File: config.mk
export PLATFORM = sky130hd
export DESIGN_NAME = stopwatch_ctrl
export DESIGN_NICKNAME = d
export VERILOG_FILES = /design/src/rtl/stopwatch_ctrl_pkg.sv /design/src/rtl/stopwatch_ctrl_edge.sv /design/src/rtl/stopwatch_ctrl.sv
export SDC_FILE = /design/constraint.sdc
export NUM_CORES = 1
export LEC_CHECK = 0
export CAP_MARGIN = 20
export CORE_AREA = 2 2 39 41
export CTS_CLUSTER_SIZE = 30
export DETAILED_ROUTE_END_ITERATION = 8
export DIE_AREA = 0 0 41 43
export PLACE_DENSITY_LB_ADDON = 0.08
export SLEW_MARGIN = 20
export SYNTH_ARGS = -nofsm -noshare
export SYNTH_HDL_FRONTEND = slang
export SYNTH_SLANG_ARGS = --single-unit
File: constraint.sdc
create_clock -name clk -period 1.3 [get_ports clk]
set_input_delay 0.26 -clock clk [delete_from_list [all_inputs] [get_ports clk]]
set_output_delay 0.26 -clock clk [all_outputs]
set_load 0.03 [all_outputs]
File: src/rtl/stopwatch_ctrl_pkg.sv
// Shared definitions for the stopwatch mode sequencer and the display decoder:
// state encoding, blink field selects, and the post-clear/post-adjust resume rule.
package stopwatch_ctrl_pkg;

  typedef enum logic [1:0] {
    ST_CLEAR = 2'd0,
    ST_RUN   = 2'd1,
    ST_PAUSE = 2'd2,
    ST_ADJ   = 2'd3
  } state_t;

  localparam logic [1:0] BLINK_NONE = 2'b00;
  localparam logic [1:0] BLINK_SEC  = 2'b01;
  localparam logic [1:0] BLINK_MIN  = 2'b10;

  // Registered controller outputs, kept together so they update as one word.
  typedef struct packed {
    logic       sec_inc;
    logic       sec_carry_en;
    logic       min_inc;
    logic       time_clr;
    logic       running;
    logic [1:0] blink_sel;
  } ctrl_out_t;

  // Where the controller lands when leaving CLEAR or ADJ.
  function automatic state_t resume_state(input logic adj, input logic paused);
    if (adj)    return ST_ADJ;
    if (paused) return ST_PAUSE;
    return ST_RUN;
  endfunction

endpackage

File: src/rtl/stopwatch_ctrl_edge.sv
// Rising-edge detector: one history register plus AND-NOT. With RESET_LOAD set,
// reset preloads the history with the live input so a held level is not an edge.
module edge_pulse #(
  parameter bit RESET_LOAD = 1'b1
) (
  input  logic clk,
  input  logic rst,
  input  logic din,
  output logic pulse
);

  logic prev;

  // NOTE: sequential state uses non-blocking assignments so every register
  // samples pre-edge values, independent of block ordering.
  always_ff @(posedge clk) begin
    if (!rst) prev <= RESET_LOAD ? din : 1'b0;
    else      prev <= din;
  end

  assign pulse = din & ~prev;

endmodule

File: src/rtl/stopwatch_ctrl.sv
// Run/pause/adjust mode sequencer for the stopwatch: turns button edges and
// divider ticks into registered single-cycle counter strobes and blink selects.
module stopwatch_ctrl
  import stopwatch_ctrl_pkg::*;
#(
  parameter bit TICK_SYNC = 1'b1,
  parameter int MIN_MAX   = 59
) (
  input  logic       clk,
  input  logic       rst,
  input  logic       onehz_clk,
  input  logic       twohz_clk,
  input  logic       sel,
  input  logic       adj,
  input  logic       pause,
  input  logic       clr,
  output logic       sec_inc,
  output logic       sec_carry_en,
  output logic       min_inc,
  output logic       time_clr,
  output logic       running,
  output logic [1:0] blink_sel
);

  // A build without a minutes field never adjusts or blinks minutes.
  localparam bit         HAS_MIN   = (MIN_MAX > 0);
  localparam logic [1:0] MIN_BLINK = HAS_MIN ? BLINK_MIN : BLINK_NONE;

  logic pause_edge, clr_edge, tick_1hz, tick_2hz;

  edge_pulse #(.RESET_LOAD(1'b1)) u_pause_edge (
    .clk(clk), .rst(rst), .din(pause), .pulse(pause_edge)
  );
  edge_pulse #(.RESET_LOAD(1'b1)) u_clr_edge (
    .clk(clk), .rst(rst), .din(clr), .pulse(clr_edge)
  );

  generate
    if (TICK_SYNC) begin : g_tick_sync
      edge_pulse #(.RESET_LOAD(1'b1)) u_1hz_edge (
        .clk(clk), .rst(rst), .din(onehz_clk), .pulse(tick_1hz)
      );
      edge_pulse #(.RESET_LOAD(1'b1)) u_2hz_edge (
        .clk(clk), .rst(rst), .din(twohz_clk), .pulse(tick_2hz)
      );
    end else begin : g_tick_pulse
      assign tick_1hz = onehz_clk;
      assign tick_2hz = twohz_clk;
    end
  endgenerate

  state_t    state, state_nxt;
  logic      paused, paused_nxt;
  ctrl_out_t out_q, out_nxt;

  // Priority: clr edge > adj level > pause edge > tick. A tick that loses is dropped.
  always_comb begin
    // NOTE: every output of this block gets a default first, so no path can
    // leave a value unassigned and infer a latch.
    state_nxt  = state;
    paused_nxt = paused;
    out_nxt    = '0;

    if (clr_edge) begin
      state_nxt        = ST_CLEAR;
      out_nxt.time_clr = 1'b1;
    end else begin
      case (state)
        ST_CLEAR: begin
          // Entered by a clr edge the pulse is already out; out of reset it is not.
          out_nxt.time_clr = ~out_q.time_clr;
          state_nxt        = resume_state(adj, paused);
        end
        ST_RUN: begin
          if (adj) begin
            state_nxt = ST_ADJ;
          end else if (pause_edge) begin
            paused_nxt = 1'b1;
            state_nxt  = ST_PAUSE;
          end else if (tick_1hz) begin
            out_nxt.sec_inc      = 1'b1;
            out_nxt.sec_carry_en = 1'b1;
          end
        end
        ST_PAUSE: begin
          if (adj) begin
            state_nxt = ST_ADJ;
          end else if (pause_edge) begin
            paused_nxt = 1'b0;
            state_nxt  = ST_RUN;
          end
        end
        ST_ADJ: begin
          if (!adj) begin
            state_nxt = resume_state(1'b0, paused);
          end else if (pause_edge) begin
            paused_nxt = ~paused;
          end else if (tick_2hz) begin
            if (sel) out_nxt.sec_inc = 1'b1;
            else     out_nxt.min_inc = HAS_MIN;
          end
        end
        default: state_nxt = ST_CLEAR;
      endcase
    end

    out_nxt.running = (state_nxt == ST_RUN);
    if (state_nxt == ST_ADJ) out_nxt.blink_sel = sel ? BLINK_SEC : MIN_BLINK;
  end

  always_ff @(posedge clk) begin
    if (!rst) begin
      state  <= ST_CLEAR;
      paused <= 1'b0;
      out_q  <= '0;
    end else begin
      state  <= state_nxt;
      paused <= paused_nxt;
      out_q  <= out_nxt;
    end
  end

  assign sec_inc      = out_q.sec_inc;
  assign sec_carry_en = out_q.sec_carry_en;
  assign min_inc      = out_q.min_inc;
  assign time_clr     = out_q.time_clr;
  assign running      = out_q.running;
  assign blink_sel    = out_q.blink_sel;

endmodule

==> flow_summary.toml <==
[setup_path]
r2r_slack_ps = -100
worstPathCellList = "or3b_1, a222oi_1, a21oi_1, a311oi_1"
worstSetupEndpointType = "register"
critical_path_class = "register to register"
crit_end = "paused"
r2r_end = "paused"
critPathLaunchType = "register"
max_stage_delay_ps = 350
crit_family = "compound AO/OA/AOI/OAI gates"
path_depth = 4
path_buf_inv = 0
crit_fanout = 2
r2r_start = "u_pause_edge.prev"
rr_worst_depth = 4
startpoint = "u_pause_edge.prev"
required_ps = 1500
slowest_stage = "or3b_1"
cp_data_arrival_time_ps = 1590

[worst_hold_path]
hold_depth = 2
min_from = "pause"
holdCritPathClass = "input port to register"

[synthesis]
ys_seq_area_frac = 0.579
synth_top_cell_by_area = "dfxtp_1"
synth-simple-area-share = 0.233
synth_nets = 56
ys_seq_elements = 14
synth_area_sq_um = 484
synth_compound_area_frac = 0.119
synthFlopType = "dfxtp_1"
synth.top_cell.area_share = 0.579
syn_area_per_cell_sq_um = 10.1
synth.distinct_cells = 20
yosys_warnings = 0
synthTopCellsByCount = "14 x dfxtp_1, 4 x a21oi_1, 4 x inv_1, 4 x nand2_1, 4 x nor3_1"
synth.most_common_cell = "dfxtp_1"
synth-xor-area-share = 0.0181
synth_area_leaders = "dfxtp_1 58%, a21oi_1 4.1%, nor3_1 4.1%, inv_1 3.1%, nand2_1 3.1%"
synth_enable_flop_cells = 0
syn_inst = 48
async_flop_share = 0
synthAdderAreaFrac = 0
yosys-mux-area-fraction = 0.0207
synth_top_family_by_area = "simple AND/OR/NAND/NOR gates"

[timing]
timing.clock.skew_ps = 4.07
rsz0062_at_grt = "yes"
hold_violations = 0
setup_slack_ps = -96.2
setup_viol = 1
worstMarginPinSlew_ps = 337
layout_min_cycle_time_ps = 1400
min_period_over_period = 1.07
max_freq_mhz = 716
relSlewSlack = 0.775
slew_violations = 0

[clock_network]
cts.path.max_buffers = 2
cts_root_buf = "clkbuf_4"
cts.sinks = 14
clock_latency_ps = 280
path_clk_slew_ps = 80
hold_buffers = 0
cts_tree = "yes"
cts_inserted_buffers = 3
htreeDepth = 1

[power_and_ir_drop]
leakagePower_nw = 0.338
powerDensity_nw_per_um2 = 1200
finalPower_w = 0.000869
peakVddDrop_uv = 677

[placement]
io_buffers = 14
place.gp.congestion = 0.781
dpl_cell_area_sq_um = 704
placed_cells = 86
hpwl_um = 720

[floorplanning]
rows = 14
die_area_sq_um = 1760
io_pins = 15
core_sq_um = 1380
die_x_um = 41
die_y_um = 43
initial_core_util = 0.350

[global_route]
grt_pass1_wl_um = 1480
grt_pass1_vias = 339
grt_use_total = 0.134
grt_max_degree = 8
grt_overflow = 0
grt_antenna_before_repair = 0

[final_layout]
layout.nets = 84
fin_area_sq_um = 724
n_antenna_cell = 0
fillers = 135
drive_above_1_share = 0.176
fin_cells = 90
syn2layout_area_growth_pct = 49.6

[drt]
first_pass_iters = 4
vias_per_cell = 4.63
first_iter_violations = 6
final_antenna_net_count = 0
vias = 417
drcViolationCount = 0
wl_um = 933
wl_per_cell_um = 10.4

[flow_run]
maxCapViolCount = 0

[outcome]
status = "finished, violations left"
violations = "negative setup slack"
## routing by layer
layer	wire [um]	global-route usage	vias up
met5	0	0	-
met4	25	0.0800	0
met3	59	0.0785	3
met2	379	0.159	13
met1	469	0.180	179
li1	-	-	222
## through the flow
| step | hold WS (ps) | setup WS [ps] | utilization | setup TNS, ps |
|---|---|---|---|---|
| final | 307 | -96.2 | 0.524 | -96.2 |
| after detailed placement | 517 | -550 | 0.509 | -1600 |
| after CTS | 300 | -175 | 0.523 | -175 |
| after global routing | 322 | -200 | 0.524 | -200 |
| after global placement | 508 | -491 | 0.509 | -1540 |
| after floorplan | 288 | 0.230 | - | 0 |
## worst register-to-register path: stages, from the launching register on
cell and delay [ps]:
dfxtp_1 310, or3b_1 350, a222oi_1 340, a21oi_1 120
a311oi_1 200
## layout by cell type, fill, tap and decap left out
master           instances
a21oi_1                  4
nor3b_1                  1
nor3_1                   4
o21ba_2                  1
dfxtp_1                 14
clkdlybuf4s50_1          5
and4b_1                  1
dlygate4sd2_1            8
xnor2_1                  1
clkdlybuf4s15_1          1
nand4_1                  1
buf_4                    9
a222oi_1                 1
nor2b_1                  2
or3b_1                   1
clkbuf_4                 3
mux2i_1                  1
o31a_1                   1
inv_1                    4
or3_1                    1
nand2b_1                 2
a311oi_1                 1
nand3_1                  2
nor2_1                   1
nand2_1                  4
## final cells by class
type                       instances  area, sq um  area share
sequential                        14          280       0.387
timing repair buffer              23          198       0.273
multi-input combinational         30          189       0.261
inverter                           4         15.0      0.0207
clock buffer                       3         22.5      0.0311
tap                               16         20.0      0.0276
## worst min path at each step
stage	end	slack (ps)
after floorplan	g_tick_sync.u_1hz_edge.prev	290
after global placement	time_clr	510
after detailed placement	time_clr	520
after CTS	u_pause_edge.prev	300
after global routing	u_pause_edge.prev	320
final	u_pause_edge.prev	310
## cell families after synthesis
group | Yosys count
and+or+nand+nor | 20
buffers and inverters | 4
xor gates and xnor gates | 1
AOI/OAI and AO/OA | 8
muxes | 1
DFF | 14
## timing repair
action                                  CTS  global route
pin swaps                                 4             4
setup buffers                             1             0
endpoints found under the setup margin    8             2
gates resized for setup                   9             1
## where the power goes
group	leakage, nW	internal, W	total [W]	switching, W
combinational	0.208	0.0000848	0.000159	0.0000743
sequential	0.116	0.000454	0.000467	0.0000138
clock	0.0138	0.000108	0.000242	0.000134
(Power assumes the default switching activity.)
